===== src/rtl/multicycle_ctrl_fsm.sv =====
// Main control FSM of the multi-cycle RV32I core: sequences PC, IR, ALU, ImmExt, regfile and memory.
// Optional `define MC_MEM_READY_EN adds a mem_ready handshake that stretches fetch and data accesses.
module multicycle_ctrl_fsm #(
  parameter int unsigned INSTRET_W       = 32,
  parameter bit          TRAP_ON_ILLEGAL = 1'b1
) (
  input  logic                 clk,
  input  logic                 rst_n,
  input  logic [6:0]           op,
  input  logic [2:0]           funct3,
  input  logic                 zero,
`ifdef MC_MEM_READY_EN
  input  logic                 mem_ready,
`endif
  output logic                 pc_write,
  output logic                 adr_src,
  output logic                 mem_write,
  output logic                 ir_write,
  output logic [1:0]           result_src,
  output logic [1:0]           alu_src_a,
  output logic [1:0]           alu_src_b,
  output logic [1:0]           alu_op,
  output logic [1:0]           imm_src,
  output logic                 reg_write,
  output logic                 illegal,
  output logic [INSTRET_W-1:0] instret
);

  localparam logic [6:0] OP_LW  = 7'b0000011;
  localparam logic [6:0] OP_SW  = 7'b0100011;
  localparam logic [6:0] OP_R   = 7'b0110011;
  localparam logic [6:0] OP_I   = 7'b0010011;
  localparam logic [6:0] OP_LUI = 7'b0110111;
  localparam logic [6:0] OP_JAL = 7'b1101111;
  localparam logic [6:0] OP_BR  = 7'b1100011;

  typedef enum logic [3:0] {
    S_RST, S_FETCH, S_DECODE, S_MEMADR, S_MEMREAD, S_MEMWB, S_MEMWRITE,
    S_EXECR, S_EXECI, S_LUI, S_JAL, S_ALUWB, S_BRANCH, S_TRAP
  } state_t;

  typedef struct packed {
    logic       ir_write;
    logic       pc_update;
    logic       branch;
    logic       adr_src;
    logic       mem_write;
    logic       reg_write;
    logic [1:0] result_src;
    logic [1:0] alu_src_a;
    logic [1:0] alu_src_b;
    logic [1:0] alu_op;
  } ctrl_t;

  // Moore control word for each state; anything not listed stays 0.
  function automatic ctrl_t state_ctrl(input state_t s);
    ctrl_t c;
    c = '0;
    case (s)
      S_FETCH: begin
        c.ir_write   = 1'b1;
        c.pc_update  = 1'b1;
        c.alu_src_b  = 2'b10;
        c.result_src = 2'b10;
      end
      S_DECODE: begin
        c.alu_src_a = 2'b01;
        c.alu_src_b = 2'b01;
      end
      S_MEMADR: begin
        c.alu_src_a = 2'b10;
        c.alu_src_b = 2'b01;
      end
      S_MEMREAD:  c.adr_src = 1'b1;
      S_MEMWB: begin
        c.result_src = 2'b01;
        c.reg_write  = 1'b1;
      end
      S_MEMWRITE: begin
        c.adr_src   = 1'b1;
        c.mem_write = 1'b1;
      end
      S_EXECR: begin
        c.alu_src_a = 2'b10;
        c.alu_src_b = 2'b00;
        c.alu_op    = 2'b10;
      end
      S_EXECI: begin
        c.alu_src_a = 2'b10;
        c.alu_src_b = 2'b01;
        c.alu_op    = 2'b10;
      end
      S_LUI: begin
        c.alu_src_a = 2'b11;
        c.alu_src_b = 2'b01;
      end
      S_JAL: begin
        c.alu_src_a = 2'b01;
        c.alu_src_b = 2'b10;
        c.pc_update = 1'b1;
      end
      S_ALUWB:    c.reg_write = 1'b1;
      S_BRANCH: begin
        c.alu_src_a = 2'b10;
        c.alu_src_b = 2'b00;
        c.alu_op    = 2'b01;
        c.branch    = 1'b1;
      end
      default:    c = '0;
    endcase
    return c;
  endfunction

  state_t                 r_state;
  ctrl_t                  r_ctrl;
  logic                   r_illegal;
  logic [INSTRET_W-1:0]   r_instret;
  state_t                 w_next;
  logic                   w_retire;
  logic                   w_ready;
  logic                   w_fetch_go;

`ifdef MC_MEM_READY_EN
  assign w_ready = mem_ready;
`else
  assign w_ready = 1'b1;
`endif

  always_comb begin
    // NOTE: every combinational output gets a default first so no path can infer a latch.
    w_next = r_state;
    case (r_state)
      S_RST:      w_next = S_FETCH;
      S_FETCH:    if (w_ready) w_next = S_DECODE;
      S_DECODE: begin
        case (op)
          OP_LW, OP_SW: w_next = S_MEMADR;
          OP_R:         w_next = S_EXECR;
          OP_I:         w_next = S_EXECI;
          OP_LUI:       w_next = S_LUI;
          OP_JAL:       w_next = S_JAL;
          OP_BR:        w_next = (funct3[2:1] == 2'b00) ? S_BRANCH : S_TRAP;
          default:      w_next = S_TRAP;
        endcase
      end
      S_MEMADR:   w_next = (op == OP_SW) ? S_MEMWRITE : S_MEMREAD;
      S_MEMREAD:  if (w_ready) w_next = S_MEMWB;
      S_MEMWRITE: if (w_ready) w_next = S_FETCH;
      S_MEMWB, S_ALUWB, S_BRANCH:       w_next = S_FETCH;
      S_EXECR, S_EXECI, S_LUI, S_JAL:   w_next = S_ALUWB;
      S_TRAP:     w_next = TRAP_ON_ILLEGAL ? S_TRAP : S_FETCH;
      default:    w_next = S_RST;
    endcase
  end

  // An instruction retires when its last state hands back to fetch; reset and trap exits do not count.
  assign w_retire = (w_next == S_FETCH) && (r_state != S_FETCH) &&
                    (r_state != S_RST) && (r_state != S_TRAP);

  // NOTE: sequential state uses non-blocking assignments only; the control word is registered
  // against the next state, so outputs are glitch-free and drop the instant rst_n falls.
  always_ff @(posedge clk or negedge rst_n) begin
    if (!rst_n) begin
      r_state   <= S_RST;
      r_ctrl    <= '0;
      r_illegal <= 1'b0;
      r_instret <= '0;
    end else begin
      r_state <= w_next;
      r_ctrl  <= state_ctrl(w_next);
      if (r_state == S_DECODE && w_next == S_TRAP) r_illegal <= 1'b1;
      if (w_retire) r_instret <= r_instret + INSTRET_W'(1);
    end
  end

  // Fetch-side strobes wait for memory; pc_update in S_JAL is never gated.
  assign w_fetch_go = (r_state != S_FETCH) || w_ready;

  assign ir_write   = r_ctrl.ir_write & w_ready;
  assign pc_write   = (r_ctrl.pc_update & w_fetch_go) | (r_ctrl.branch & (zero ^ funct3[0]));
  assign adr_src    = r_ctrl.adr_src;
  assign mem_write  = r_ctrl.mem_write;
  assign reg_write  = r_ctrl.reg_write;
  assign result_src = r_ctrl.result_src;
  assign alu_src_a  = r_ctrl.alu_src_a;
  assign alu_src_b  = r_ctrl.alu_src_b;
  assign alu_op     = r_ctrl.alu_op;
  assign illegal    = r_illegal;
  assign instret    = r_instret;

  always_comb begin
    imm_src = 2'b00;
    case (op)
      OP_SW, OP_LUI: imm_src = 2'b01;
      OP_BR:         imm_src = 2'b10;
      OP_JAL:        imm_src = 2'b11;
      default:       imm_src = 2'b00;
    endcase
  end

endmodule


===== config.mk =====
export PLATFORM = sky130hd
export DESIGN_NAME = multicycle_ctrl_fsm
export DESIGN_NICKNAME = d
export VERILOG_FILES = /design/src/rtl/multicycle_ctrl_fsm.sv
export SDC_FILE = /design/constraint.sdc
export NUM_CORES = 1
export LEC_CHECK = 0
export CAP_MARGIN = 0
export CORE_UTILIZATION = 45
export DETAILED_ROUTE_END_ITERATION = 10
export GPL_ROUTABILITY_DRIVEN = 0
export GPL_TIMING_DRIVEN = 1
export PLACE_DENSITY = 0.76
export SYNTH_ARGS = -nofsm -noshare
export SYNTH_HDL_FRONTEND = slang
export SYNTH_SLANG_ARGS = --single-unit

===== constraint.sdc =====
create_clock -name clk -period 2.15 [get_ports clk]
set_clock_uncertainty 0.1 [all_clocks]
set_input_delay 0.43 -clock clk [delete_from_list [all_inputs] [get_ports clk]]
set_output_delay 0.43 -clock clk [all_outputs]
set_load 0.05 [all_outputs]

==> metrics.md <==
| Metric | Value |
|---|---|
| Status | finished clean |
| Syn_area_per_cell | between 10 and 15 µm² |
| Sequential share of the synthesized area | 48.5% |
| Worst setup path end | imm_src[0] |
| Top cells by count, synth | dfrtp_1 (50), xnor2_1 (22), nand2_1 (16), nor2_1 (12), xor2_1 (12) |
| Worst flop-to-flop path endpoint | instret[29] |
| DR WL/cell | around 14 µm |
| CP Capture Type | primary output |
| Critical path cell sequence | dlygate4sd2_1, or2_2, o22ai_2, and4_1, buf_12 |
| Area growth syn-to-layout | 35.8% |
| Drt drc | 0 |
| Worst setup SP type | input port |
| Ys async rst share | 100% |
| P_leak | 1.67 nW |
| Die W | between 70 and 80 µm |
| Worst path depth | 5 |
| Worst Path Max Fanout | 6 |
| Synth top area share | between 40% and 50% |
| Worst IR drop on VDD | 483 µV |
| Worst Path Buf+Inv | 2 |
| Yosys warns | 0 |
| Tightest Hold Check Type | reg2reg |
| Max Cap Viol | 0 |
| Post-Synth Adder-Cell Area | less than 1% |
| CTS tree | yes |
| Worst Path Arrival | approximately 1.6 ns |
| Pwr/cell area | around 1000 nW/µm² |
| Count leader, synth | dfrtp_1 |
| # nets final | around 340 |
| Iteration count of the initial detailed-routing pass | 4 |
| Antenna viol nets, final | 0 |
| Initial Util | between 40% and 50% |
| Top cells by area, synth | dfrtp_1 (48%), xnor2_1 (7.5%), xor2_1 (4.1%), and3_1 (2.7%), nand4_1 (2.7%) |
| Layout Cell Area excl Fill | 3510 µm² |
| Post-synthesis compound-gate area fraction | under 10% |
| Initial antenna violation count | 0 |
| Placed Area | between 3000 and 4000 µm² |
| FF-to-FF path depth | 7 |
| Core Rows | 27 |
| Fillers | roughly 440 |
| Routed via count | 2,040 |
| Largest net degree at the start of global routing | 21 |
| Worst Setup SP | op[3] |
| Fin crit period | 2.12 ns |
| Syn nets | approximately 260 |
| Die Ht | 77.7 µm |
| # H-tree levels | 2 |
| Num ports | slightly above 60 |
| Proportion of layout cells with a drive suffix above 1 | about a fifth |
| Post-Syn Area | between 2000 and 3000 µm² |
| Total track usage | a little under a fifth |
| Reg2reg start | r_state[0] |
| Post-synth top flop | dfrtp_1 |
| Largest area contributor in the netlist | dfrtp_1 |
| Clock sinks | 50 |
| Clock Path Buffers | 2 |
| Total wire length | about 5.4 mm |
| Max Slew Vio Count | 0 |
| Port bufs | 60 |
| # diodes | 0 |
| Max stage delay cell, worst path | or2_2 |
| Grt ovf | 0 |
| DR vias/cell | around 5.1 |
| CP top delay family | simple AND/OR/NAND/NOR gates |
| Req. time, crit path | roughly 1.6 ns |
| Max Freq | 472 MHz |
| TritonCTS buffer count | 5 |
| Synth unique cells | 55 |
| Yosys reg bits | 50 |
| Hold Vio Cnt, Final | 0 |
| Slew @ Worst Pin | approximately 0.52 ns |
| Die Area | a little over 6000 µm² |
| Post-DP HPWL | ~4.1 mm |
| Slew headroom | between 60% and 70% |
| Clock root cell | clkbuf_8 |
| Largest family of logic cells by synthesized area | simple AND/OR/NAND/NOR gates |
| Largest stage delay, worst path | 0.34 ns |
| # setup viols final | 0 |
| Worst reg2reg setup slack | 0.13 ns |
| Synth Area in Simple Gates | between 20% and 30% |
| Multiplexer area fraction after synthesis | 0.436% |
| Vias in the first global route | 2,042 |
| Number of synthesized flops with an enable pin | 0 |
| Synth Area in XOR/XNOR | 12.2% |
| Clock Latency Late Sink | approximately 0.3 ns |
| First-pass GRT wire length | between 9 and 10 mm |
| Initial DRC Count | 90 |
| Post-Syn Instances | between 200 and 250 |
| RSZ-0062 raised after global routing | yes |
| Clock slew at reported path FFs | about 0.08 ns |
| Core footprint | 5510 µm² |
| CP Class | in2out |
| Final Cycle Share | slightly below 100% |
| Final hold slack | 0.370 ns |
how the worst min path moves through the flow:
stage,start,endpoint,cells past startpoint
2_1_floorplan,rst_n,adr_src,0
3_3_place_gp,rst_n,instret[18],1
3_5_place_dp,rst_n,instret[18],1
4_1_cts,instret[31],instret[31],1
5_1_grt,instret[31],instret[31],1
6_report,instret[31],instret[31],1
sequential cells by signal (all words and copies together), names as in the netlist:
signal and cells:
instret 32, alu_op 2, r_state 4, reg_write 1, illegal 1, alu_src_b 2, adr_src 1, alu_src_a 2
mem_write 1, r_ctrl 1, result_src 2, ir_write 1
metrics by stage:
stage | std cells | setup WS [ns] | util [%] | TNS [ns] | power (mW)
final | 397 | 0.0332 | 63.7 | 0 | 3.47
after floorplan | 248 | 0.00373 | - | 0 | 2.38
after global routing | 397 | -0.0129 | 63.7 | -0.0289 | 3.67
after CTS | 397 | 0.00858 | 62.9 | 0 | 3.46
after detailed placement | 387 | -0.372 | 60.9 | -3.24 | 2.92
after global placement | 387 | -0.335 | 60.9 | -2.96 | 2.88
routing by layer:
layer,routed length (µm),track usage (%),up-vias
met4,83,6.60,0
met1,2270,21.9,977
met5,0,0,-
met3,180,4.00,8
met2,2850,35.0,45
li1,-,-,1010
area by class of cell:
class / instances / area [µm²] / area share (%)
flip-flops and latches: 50 / 1260 / 35.8
multi-input cells: 174 / 1210 / 34.5
repair buffers: 86 / 831 / 23.7
well taps: 72 / 90.1 / 2.57
clock buffers: 7 / 86.3 / 2.46
inverters: 7 / 26.3 / 0.749
clock inverters: 1 / 5.00 / 0.143
cells in the final DEF (no fill, tap or decap), types with 2 or more instances in the layout:
cell and count:
nor2_2 4, buf_4 26, dlymetal6s2s_1 6, o21ai_1 2
o21ai_0 4, and4_1 4, clkdlybuf4s50_1 44, nand2b_1 3
nand3_1 9, and3_1 10, o21bai_1 2, nor3_1 7
xor2_1 12, a21oi_1 8, and2_1 4, nor2_1 11
a211oi_1 2, clkbuf_8 6, nor3_2 2, a21oi_2 2
nand3b_1 3, o22ai_1 2, nand4_1 11, dlygate4sd2_1 4
dfrtp_2 4, nand3_2 2, nand2_1 16, nor2b_1 3
buf_12 3, a31oi_1 2, inv_1 7, dfrtp_1 46
xnor2_1 22, or2_2 2
power breakdown:
| part | internal (mW) | switching, mW |
|---|---|---|
| registers | 1.11 | 0.137 |
| logic | 0.668 | 1.02 |
| clock network | 0.260 | 0.286 |
| total | 2.03 | 1.44 |
cells by family after synthesis:
group | count (synthesis)
AO/OA/AOI/OAI | 32
XOR/XNOR | 35
adder cells (fa/ha/maj) | 1
buffers and inverters | 24
flip-flops | 50
multiplexers | 1
AND/OR/NAND/NOR | 105
repair_timing:
item                       CTS  global route
setup buffers                1             0
hold endpoints to repair    18             0
resized for setup            7            13
setup endpoints to repair    7            29
pin swaps                    1             0
hold buffers                 1             0
Note: power is estimated with default switching activity, not from simulation.
